===== src/rtl/uart_pkg.sv =====
// Shared UART definitions: receiver state encoding, frame constants and the
// default bit period, used by both UART1 and UART2.
package uart_pkg;

  localparam int DATA_BITS        = 8;
  localparam bit PARITY_EVEN      = 1'b1;
  localparam int CLKS_PER_BIT_DEF = 16;

  typedef enum logic [2:0] {
    IDLE   = 3'd0,
    START  = 3'd1,
    DATA   = 3'd2,
    PARITY = 3'd3,
    STOP   = 3'd4
  } uart_state_e;

  // Even parity: the parity bit equals the XOR of the data bits.
  function automatic logic parity_of(input logic [DATA_BITS-1:0] d);
    return PARITY_EVEN ? ^d : ~^d;
  endfunction

endpackage


===== src/rtl/uart2_rx_if.sv =====
// Receiver-side signal bundle: serial line in, received byte plus status out.
interface uart2_rx_if;
  import uart_pkg::*;

  logic                 rx2;
  logic                 rx_ack;
  logic [DATA_BITS-1:0] data_out;
  logic                 rx_valid;
  logic                 parity_err;
  logic                 frame_err;
  logic                 overrun;
  logic                 busy;
  uart_state_e          state;

  // Handshake: rx_valid rises when a frame completes and stays high until the
  // consumer holds rx_ack high at a clock edge where rx_valid is already high;
  // data_out and the error flags are stable while rx_valid is high unless a
  // newer frame overwrites them (which also raises overrun).
  modport master (
    input  rx2, rx_ack,
    output data_out, rx_valid, parity_err, frame_err, overrun, busy, state
  );

  modport slave (
    output rx2, rx_ack,
    input  data_out, rx_valid, parity_err, frame_err, overrun, busy, state
  );

endinterface


===== src/rtl/uart_rx_sync.sv =====
// Two-flop synchronizer for the asynchronous serial line plus a falling-edge
// detector that stays disarmed after reset until the real line is seen high.
module uart_rx_sync (
  input  logic clk_uart,
  input  logic rst,
  input  logic rx_async,
  output logic rx_sync,
  output logic rx_fall
);

  logic       sync_1;
  logic       sync_2;
  logic       prev;
  logic [1:0] fill;
  logic       armed;

  // fill tracks when sync_2 holds a real line sample rather than its reset
  // value, so a line that is low out of reset is not mistaken for a start.
  always_ff @(posedge clk_uart) begin
    if (rst) begin
      sync_1 <= 1'b1;
      sync_2 <= 1'b1;
      prev   <= 1'b1;
      fill   <= 2'b00;
      armed  <= 1'b0;
    end else begin
      sync_1 <= rx_async;
      sync_2 <= sync_1;
      prev   <= sync_2;
      fill   <= {fill[0], 1'b1};
      if (fill[1] && sync_2) begin
        armed <= 1'b1;
      end
    end
  end

  assign rx_sync = sync_2;
  assign rx_fall = armed & prev & ~sync_2;

endmodule


===== src/rtl/uart2_rx.sv =====
// UART2 receiver: 8 data bits LSB first, even parity, one stop bit; delivers
// each byte with its parity/framing status through a valid/ack handshake.
module uart2_rx
  import uart_pkg::*;
#(
  // clk_uart cycles per serial bit; even, 4..256
  parameter int CLKS_PER_BIT = CLKS_PER_BIT_DEF
) (
  input  logic       clk_uart,
  input  logic       rst,
  uart2_rx_if.master rx_if
);

  localparam int CW    = (CLKS_PER_BIT > 1) ? $clog2(CLKS_PER_BIT) : 1;
  localparam int IW    = $clog2(DATA_BITS);
  localparam logic [CW-1:0] CNT_LAST = CW'(CLKS_PER_BIT - 1);
  localparam logic [CW-1:0] CNT_HALF = CW'(CLKS_PER_BIT / 2 - 1);
  localparam logic [IW-1:0] IDX_LAST = IW'(DATA_BITS - 1);

  logic                 rx_s;
  logic                 rx_fall;
  uart_state_e          state;
  logic [CW-1:0]        cnt;
  logic [IW-1:0]        bit_idx;
  logic [DATA_BITS-1:0] shreg;
  logic                 par_bit;
  logic [DATA_BITS-1:0] data_r;
  logic                 rx_valid_r;
  logic                 parity_err_r;
  logic                 frame_err_r;
  logic                 overrun_r;

  uart_rx_sync u_sync (
    .clk_uart (clk_uart),
    .rst      (rst),
    .rx_async (rx_if.rx2),
    .rx_sync  (rx_s),
    .rx_fall  (rx_fall)
  );

  always_ff @(posedge clk_uart) begin
    if (rst) begin
      state        <= IDLE;
      cnt          <= '0;
      bit_idx      <= '0;
      shreg        <= '0;
      par_bit      <= 1'b0;
      data_r       <= '0;
      rx_valid_r   <= 1'b0;
      parity_err_r <= 1'b0;
      frame_err_r  <= 1'b0;
      overrun_r    <= 1'b0;
    end else begin
      // Acknowledge path; a frame completing on the same edge overrides it.
      if (rx_if.rx_ack && rx_valid_r) begin
        rx_valid_r <= 1'b0;
        overrun_r  <= 1'b0;
      end

      case (state)
        IDLE: begin
          cnt <= '0;
          if (rx_fall) begin
            state <= START;
          end
        end

        START: begin
          if (cnt == CNT_HALF) begin
            cnt     <= '0;
            bit_idx <= '0;
            state   <= rx_s ? IDLE : DATA;
          end else begin
            cnt <= cnt + 1'b1;
          end
        end

        DATA: begin
          if (cnt == CNT_LAST) begin
            cnt   <= '0;
            shreg <= {rx_s, shreg[DATA_BITS-1:1]};
            if (bit_idx == IDX_LAST) begin
              state <= PARITY;
            end else begin
              bit_idx <= bit_idx + 1'b1;
            end
          end else begin
            cnt <= cnt + 1'b1;
          end
        end

        PARITY: begin
          if (cnt == CNT_LAST) begin
            cnt     <= '0;
            par_bit <= rx_s;
            state   <= STOP;
          end else begin
            cnt <= cnt + 1'b1;
          end
        end

        STOP: begin
          // Leave at mid stop bit so a back-to-back start edge is not missed.
          if (cnt == CNT_LAST) begin
            cnt          <= '0;
            state        <= IDLE;
            data_r       <= shreg;
            parity_err_r <= (par_bit != parity_of(shreg));
            frame_err_r  <= ~rx_s;
            rx_valid_r   <= 1'b1;
            if (rx_if.rx_ack) begin
              overrun_r <= 1'b0;
            end else if (rx_valid_r) begin
              overrun_r <= 1'b1;
            end
          end else begin
            cnt <= cnt + 1'b1;
          end
        end

        default: begin
          state <= IDLE;
          cnt   <= '0;
        end
      endcase
    end
  end

  assign rx_if.data_out   = data_r;
  assign rx_if.rx_valid   = rx_valid_r;
  assign rx_if.parity_err = parity_err_r;
  assign rx_if.frame_err  = frame_err_r;
  assign rx_if.overrun    = overrun_r;
  assign rx_if.busy       = (state != IDLE);
  assign rx_if.state      = state;

endmodule


===== src/flat_wrapper.sv =====
// flat-port wrapper written by rule: the top's interface ports become plain ports
module uart2_rx_flat import uart_pkg::*;
#(
                                                 
  parameter int CLKS_PER_BIT = CLKS_PER_BIT_DEF
)
  (clk_uart, rst, rx_if_rx2, rx_if_rx_ack, rx_if_data_out, rx_if_rx_valid, rx_if_parity_err, rx_if_frame_err, rx_if_overrun, rx_if_busy, rx_if_state);
  uart2_rx_if rx_if_i ();
  input  logic clk_uart;
  input  logic rst;
  input wire logic [$bits(rx_if_i.rx2)-1:0] rx_if_rx2;
  input wire logic [$bits(rx_if_i.rx_ack)-1:0] rx_if_rx_ack;
  output wire logic [$bits(rx_if_i.data_out)-1:0] rx_if_data_out;
  output wire logic [$bits(rx_if_i.rx_valid)-1:0] rx_if_rx_valid;
  output wire logic [$bits(rx_if_i.parity_err)-1:0] rx_if_parity_err;
  output wire logic [$bits(rx_if_i.frame_err)-1:0] rx_if_frame_err;
  output wire logic [$bits(rx_if_i.overrun)-1:0] rx_if_overrun;
  output wire logic [$bits(rx_if_i.busy)-1:0] rx_if_busy;
  output wire logic [$bits(rx_if_i.state)-1:0] rx_if_state;
  assign rx_if_i.rx2 = rx_if_rx2;
  assign rx_if_i.rx_ack = rx_if_rx_ack;
  assign rx_if_data_out = rx_if_i.data_out;
  assign rx_if_rx_valid = rx_if_i.rx_valid;
  assign rx_if_parity_err = rx_if_i.parity_err;
  assign rx_if_frame_err = rx_if_i.frame_err;
  assign rx_if_overrun = rx_if_i.overrun;
  assign rx_if_busy = rx_if_i.busy;
  assign rx_if_state = rx_if_i.state;
  uart2_rx #(.CLKS_PER_BIT(CLKS_PER_BIT)) u_core (.clk_uart(clk_uart), .rst(rst), .rx_if(rx_if_i));
endmodule

===== config.mk =====
export PLATFORM = sky130hd
export DESIGN_NAME = uart2_rx_flat
export DESIGN_NICKNAME = d
export VERILOG_FILES = /design/src/rtl/uart_pkg.sv /design/src/rtl/uart2_rx_if.sv /design/src/rtl/uart_rx_sync.sv /design/src/rtl/uart2_rx.sv /design/src/flat_wrapper.sv
export SDC_FILE = /design/constraint.sdc
export NUM_CORES = 1
export LEC_CHECK = 0
export ABC_CLOCK_PERIOD_IN_PS = 2900
export CAP_MARGIN = 30
export CORE_MARGIN = 3
export CORE_UTILIZATION = 58
export CTS_CLUSTER_DIAMETER = 100
export DETAILED_ROUTE_END_ITERATION = 8
export HOLD_SLACK_MARGIN = 0.03
export PLACE_DENSITY = 0.93
export SYNTH_ARGS = -nofsm -noshare
export SYNTH_HDL_FRONTEND = slang
export SYNTH_SLANG_ARGS = --single-unit
export TNS_END_PERCENT = 20

===== constraint.sdc =====
create_clock -name clk_uart -period 2.9 [get_ports clk_uart]
set_input_delay 0.58 -clock clk_uart [delete_from_list [all_inputs] [get_ports clk_uart]]
set_output_delay 0.58 -clock clk_uart [all_outputs]
set_load 0.03 [all_outputs]

==> summary.md <==
Critical path
* primary output — crit end category
* nor3_1 > inv_1 > clkdlybuf4s50_1 — critical-path cell list
* 17 — largest fanout on the critical path
* 2.32 ns — endpoint required time on the critical path
* flop to primary output — critical path type
* buffers and inverters — cell class contributing the biggest share of worst-path delay
* 0.68 ns — delay of the slowest critical-path stage
* 2 — Critical path buffers and inverters
* 1.95 ns — arrival time reported for the critical path endpoint
* clkdlybuf4s50_1 — crit path max-delay cell type
* flop — crit path launch type

Clock network
* 2 — # H-tree levels
* 0 — hold buffer count at cts
* 0.10 ns — register clock-pin slew on the reported worst setup and hold paths
* clkbuf_4 — cell at the root of the clock tree
* 5 — Num CTS Buffers
* 37 — clock sink count
* 0.33 ns — clock network latency to the later pin of the worst-skew pair
* yes — CTS tree
* 0 — setup fix buffers added after clock tree synthesis
* 2 — maximum root-to-sink buffer count
* 0 — Gates resized, CTS repair

Run status
* completed — result of the run

Detailed routing
* 13.4 um — routed length per instance
* 5.69 — Via density
* 1,336 — via total after detailed routing
* 3150 um — wire length reported by the detailed router
* 0 — drc violations
* 51 — DR iter-0 viols
* 0 — Detail Route Antenna Nets
* 4 — total iterations of the first detailed-routing run

Layout
* 16.1% — layout overhead on the synthesized area
* 0 — diodes inserted
* 235 — number of standard cells in the final layout excluding fillers
* 0.0780 — share of cells above drive strength 1
* 211 — total number of nets in the final design
* 204 — fillcell total

Floorplan
* 18 — floorplan row count
* 3480 sq um — die outline area
* 2570 sq um — core region area
* 20 — top-level port count
* 59.0 um — floorplan die width
* 59.0 um — Die Span Y
* 0.634 — Starting Density

Yosys
* 0 — number of enable flip-flop cells after synthesis
* 0 — post-synthesis async set-or-reset flop share
* 195 — Syn Nets
* dfxtp_1 — most common cell in the netlist
* 43 — Unique masters post-synth
* dfxtp_1 — ys flop type
* 0.145 — share of the synthesized area in compound gates (AO/OA/AOI/OAI)
* 188 — number of instances in the synthesized netlist
* 0.0231 — post-synthesis share of cell area spent on full adders, half adders and majority gates
* 0 — count of synthesis-stage warnings from yosys
* dfxtp_1 — cell taking the most area after synthesis
* 0.455 — area share of the largest cell type after synthesis
* 0.00615 — portion of netlist area occupied by mux cells
* 37 — number of synthesized register bits
* 1630 sq um — summed instance area of the synthesized netlist
* 8.66 sq um — mean instance size in the synthesized netlist
* 37 x dfxtp_1, 33 x nand2_1, 24 x a21oi_1 — Post-synth top cells
* dfxtp_1 46%, nand2_1 7.6%, a21oi_1 7.4% — cell types occupying the most area after synthesis
* simple AND/OR/NAND/NOR gates — main combinational cell family by area after synthesis
* 0.0515 — post-synthesis share of cell area spent on xor and xnor gates
* 0.455 — sequential area share after synthesis
* 0.274 — fraction of the mapped netlist area in simple logic gates

Timing
* 0.0129 ns — Max Clock Skew
* 0.872 — share of the clock period used by the worst path
* 0 — setup violators final
* 2.53 ns — min cycle time layout
* no — RSZ-0062 raised after global routing
* 0 — count of pins over their slew limit
* 0 ns — total negative slack for setup checks
* 0 — number of hold-slack violations in the final timing report
* 0.514 — headroom to the max-slew limit
* 0.725 ns — worst slew pin tran
* 396 MHz — maximum clock rate

Place
* 19 — IO Port Bufs
* 227 — DP Cell Count
* 2250 um — hpwl dp
* 0.790 — global placement routability congestion

Global routing
* 22 — maximum number of pins on one net before global-route repair
* 0.325 — met2 layer usage reported by global route
* 0.0588 — routing usage on met3
* 1,206 — number of global-route vias before repair
* 0.199 — global-route usage over all layers
* 0 — antenna violations before repair
* met2 — busiest metal layer after global routing
* 5220 um — wire length of the first global-routing pass
* 0 — Overflow after GRT
* 0.247 — met1 track demand over resource in global routing

Power
* 509 nW/um^2 — ratio of total power to cell area
* 0.588 mV — Peak supply drop
* 0.000662 uW — leakage power figure

Hold path
* flop to flop — type of the most critical hold path

Job
* 0 — maximum capacitance violations

-- state kept, by name, indices dropped and copies added, names as in the netlist --
register and flops:
u_core.rx_if.overrun 1, u_core.u_sync.rx_sync 1, u_core.rx_if.parity_err 1, u_core.rx_if.data_out 8
u_core.rx_if.rx_valid 1, u_core.bit_idx 3, u_core.u_sync.sync_1 1, u_core.u_sync.fill 2
u_core.shreg 8, u_core.rx_if.frame_err 1, u_core.u_sync.armed 1, u_core.u_sync.prev 1
u_core.rx_if.state 3, u_core.par_bit 1, u_core.cnt 4
-- power by group --
part	switching (uW)	internal, uW	total, uW
Combinational	39.0	30.8	69.9
Sequential	13.3	516	529
Clock	156	206	362
Total	208	753	961
-- metrics by stage --
stage	hold slack [ns]	util	setup WS, ns	area, sq um	power [uW]
final	0.429	0.736	0.372	1890	961
after global routing	0.449	0.736	0.231	1890	1000
after CTS	0.434	0.736	0.396	1890	968
after detailed placement	0.405	0.703	0.781	1800	610
after global placement	0.398	0.703	0.893	1800	606
after floorplan	0.389	-	1.21	1630	587
-- cells in the final DEF (no fill, tap or decap), types with 2 or more instances in the layout --
cell type / count
dfxtp_1: 37
nand2_1: 33
a21oi_1: 24
clkdlybuf4s50_1: 19
nand3_1: 12
nor2_1: 10
nor3_1: 5
clkbuf_4: 5
inv_1: 4
o21ai_0: 4
xnor2_1: 4
xor2_1: 3
nor2b_1: 3
nand3b_1: 3
ha_1: 3
or3b_1: 2
nor3b_1: 2
nor3b_2: 2
or2_1: 2
or2_2: 2
o31ai_1: 2
-- path summary, 6_finish.rpt --
path         depth (start not counted)  slack [ns]                                from                                  to
min reg2reg                          1        0.43     u_core.u_sync.sync_1$_SDFF_PP1_    u_core.u_sync.rx_sync$_SDFF_PP1_
max reg2reg                          5        0.85            u_core.cnt[0]$_SDFF_PP0_  u_core.rx_if.state[0]$_SDFFE_PP0P_
min                                  1        0.43     u_core.u_sync.sync_1$_SDFF_PP1_    u_core.u_sync.rx_sync$_SDFF_PP1_
max                                  3        0.37  u_core.rx_if.state[2]$_SDFFE_PP0P_                          rx_if_busy
-- final cells by class --
type	count	area (sq um)	area share
Clock buffer	7	55.1	0.0291
Clock inverter	1	30.0	0.0159
Inverter	4	15.0	0.00795
Multi-Input combinational cell	136	813	0.430
Sequential cell	37	741	0.392
Tap cell	30	37.5	0.0199
Timing Repair Buffer	20	198	0.105
-- worst register-to-register path: stages (launching register included) --
cell     delay, ns
dfxtp_1       0.36
ha_1          0.28
and3_1        0.56
a22oi_2       0.21
or4_1         0.43
a21oi_1       0.15
-- routing by layer --
metal	wire (um)	up-vias
met5	0	-
li1	-	680
met2	1520	30
met1	1460	622
met3	131	4
met4	35	0
-- kinds of logic (layout without fill, tap and decap cells) --
| kind of cell | after synthesis | in the layout |
|---|---|---|
| compound gates | 39 | 39 |
| buf+inv | 15 | 32 |
| flops | 37 | 37 |
| simple gates | 85 | 85 |
| mux | 1 | 1 |
| fa+ha+maj | 3 | 3 |
| xor+xnor | 8 | 8 |
Note: power is estimated with default switching activity, not from simulation.
==> variant (config.mk and constraints unchanged) <==
Reset style: asynchronous (`rst`), changed in 2 clocked blocks.
--- a/src/rtl/uart_rx_sync.sv
+++ b/src/rtl/uart_rx_sync.sv
@@ -16,7 +16,7 @@
 
   // fill tracks when sync_2 holds a real line sample rather than its reset
   // value, so a line that is low out of reset is not mistaken for a start.
-  always_ff @(posedge clk_uart) begin
+  always_ff @(posedge clk_uart or posedge rst) begin
     if (rst) begin
       sync_1 <= 1'b1;
       sync_2 <= 1'b1;
--- a/src/rtl/uart2_rx.sv
+++ b/src/rtl/uart2_rx.sv
@@ -38,7 +38,7 @@
     .rx_fall  (rx_fall)
   );
 
-  always_ff @(posedge clk_uart) begin
+  always_ff @(posedge clk_uart or posedge rst) begin
     if (rst) begin
       state        <= IDLE;
       cnt          <= '0;
Function: differs if rst is asserted again (counterexample within 10 cycles, from zero or initial values and one cycle with rst high); with rst held inactive, the same outputs for 10 cycles.
==> variant against the original RTL <==
Critical path depth shrank 1. First-iteration DRC count shrank 29%. Routed wire length shrank 12%. Sequential cell count is the same. Design area grew 2.1%. Area after synthesis grew 0.46%. Count of clock-buffer cells in the layout shrank 1. Setup slack gained 0.083 ns.
Power is not compared: it rests on default switching activity, and its combinational part moved more than twofold at a synthesized area within 25%.
==> variant: results (changes against the original RTL) <==
Yosys
  – Post-synth EDFFs: 0 (unchanged)
  – Syn. warnings: 0 (unchanged)
  – Area contributors post-synth: dfrtp_1 52%, mux2_2 12%, dfstp_2 4.8% (was dfxtp_1 46%, nand2_1 7.6%, a21oi_1 7.4%)
  – Syn Area/Cell: 12.98 um2 (was 8.659 um2)
  – Syn_nets: 133 (was 195)
  – Adder-Cell Fraction of Synth Area: 0.02295 (was 0.02306)
  – Sequential-to-total area share from yosys stat: 0.5685 (was 0.4550)
  – Post-synth top cells: 34 x dfrtp_1, 17 x mux2_2, 6 x and3_1, 6 x nor2_1, 6 x o21ai_0 (was 37 x dfxtp_1, 33 x nand2_1, 24 x a21oi_1)
  – Mux contribution to synthesized area: 0.1377 (was 0.006149)
  – Unique cell type count in the Yosys netlist: 35 (was 43)
  – Synth Area in XOR/XNOR: 0.05662 (was 0.05150)
  – Post-synth ARST share: 1.000 (was 0)
  – Post-synthesis compound-gate area fraction: 0.06733 (was 0.1453)

Placement
  – PortBufs: 19 (unchanged)
  – Dpl cells: 171 (was 227)
  – Post-DP HPWL: 1951 um (was 2251 um)
  – GPL Wtd Cong: 0.8417 (was 0.7903)

Detailed routing
  – Router iterations before antenna repair: 4 (unchanged)
  – Number of DRC markers in iteration 0: 36 (was 51)
  – DRC viols: 0 (unchanged)
  – Vias per Instance: 5.777 (was 5.685)
  – Wirelength per Cell: 15.47 um (was 13.40 um)

Clock network
  – Clock Latency Late Sink: 0.34 ns
  – Clk buf depth: 2 (unchanged)
  – Number of H-tree levels: 2 (unchanged)
  – CTS clk-pin slew, worst paths: 0.11 ns
  – Num CTS Buffers: 5 (unchanged)
  – Clock Root Buffer: clkbuf_4 (unchanged)
  – Post-CTS sizing: 0 (unchanged)
  – Setup bufs post-CTS: 0 (unchanged)

Global routing
  – Vias in the first global route: 1077 (was 1206)
  – All-Layer GR Usage: 0.1927 (was 0.1991)
  – Global-route wire length before repair: 4802 um (was 5223 um)
  – Largest net degree at the start of global routing: 38 (was 22)
  – Initial antenna violation count: 0 (unchanged)

Layout
  – Layout net count: 155 (was 211)
  – Ant. Diodes: 0 (unchanged)
  – Fill cells: 160 (was 204)
  – Share of cells above drive strength 1: 0.2215 (was 0.07805)
  – Finished Layout Cells: 179 (was 235)

Power
  – P_leak: 0.9380 nW
  – Worst ir drop on vdd: 0.0006913 V

Timing
  – Skew final: 0.01024 ns (was 0.01290 ns)

Run status
  – Status: finished clean (unchanged)

Worst setup path
  – Worst path arrival time: 1.87 ns (was 1.95 ns)
  – Critical Path Fanout Max: 12 (was 17)

Hold path
  – Hold crit path type: register to register (unchanged)
[variant: cell count changes after synthesis, moves of 4 or more]
cell     unedited run  this run
mux2_2              0        17
a21oi_1            24         0
nor3_1              5         1
nand3_1            12         4
dfrtp_1             0        34
nand2_1            33         4
nor2_1             10         6
and3_1              1         6
dfxtp_1            37         0
[variant: through the flow]
| stage | util | setup WS, ns | area (um2) |
|---|---|---|---|
| finish | 0.7515 | 0.4548 | 1929 |
| global route | 0.7515 | 0.3659 | 1929 |
| CTS | 0.7515 | 0.4375 | 1929 |
| detailed placement | 0.7169 | 0.8231 | 1841 |
| global placement | 0.7169 | 0.8557 | 1841 |
| floorplan | - | 1.080 | 1635 |
[variant: path summary, 6_finish.rpt]
path	startpoint	endpoint	cells after the start	slack, ns
max	u_core.rx_if.state[1]	rx_if_busy	2	0.45
min	u_core.u_sync.fill[0]	u_core.u_sync.fill[1]	0	0.36
max reg2reg	u_core.cnt[0]	u_core.bit_idx[0]	5	1.04
min reg2reg	u_core.u_sync.fill[0]	u_core.u_sync.fill[1]	0	0.36
max in group asynchronous	rst	u_core.u_sync.prev	3	1.93
min in group asynchronous	rst	u_core.rx_if.frame_err	3	0.62
[variant: power breakdown]
group,switching (W),internal [W]
sequential,0.0000615,0.000565
clock,0.000170,0.000205
combinational,0.000194,0.000169
total,0.000425,0.000939
[variant: cell type report]
cell class	instances	area share
Clock buffer	6	0.02659
Clock inverter	2	0.01946
Inverter	3	0.005837
Multi-Input combinational cell	81	0.3444
Sequential cell	37	0.4818
Tap cell	30	0.01946
Timing Repair Buffer	20	0.1025
[variant: kinds of logic after synthesis]
kind of cell	count (synthesis)
AND/OR/NAND/NOR	33
other	1
adder cells (fa/ha/maj)	3
multiplexers	20
AO/OA/AOI/OAI	15
buffers and inverters	8
flip-flops	37
XOR/XNOR	9
[variant: per-layer routing]
metal / vias to the layer above / GRT usage / wire [um]
li1: 485 / - / -
met1: 515 / 0.2206 / 1228
met2: 25 / 0.3091 / 1338
met3: 9 / 0.05447 / 120
met4: 0 / 0.1359 / 82
met5: - / 0 / 0
[variant: worst max-delay path: stages (launching register included)]
cell	delay (ns)
dfrtp_1	0.51
or3_4	0.42
clkdlybuf4s50_1	0.60
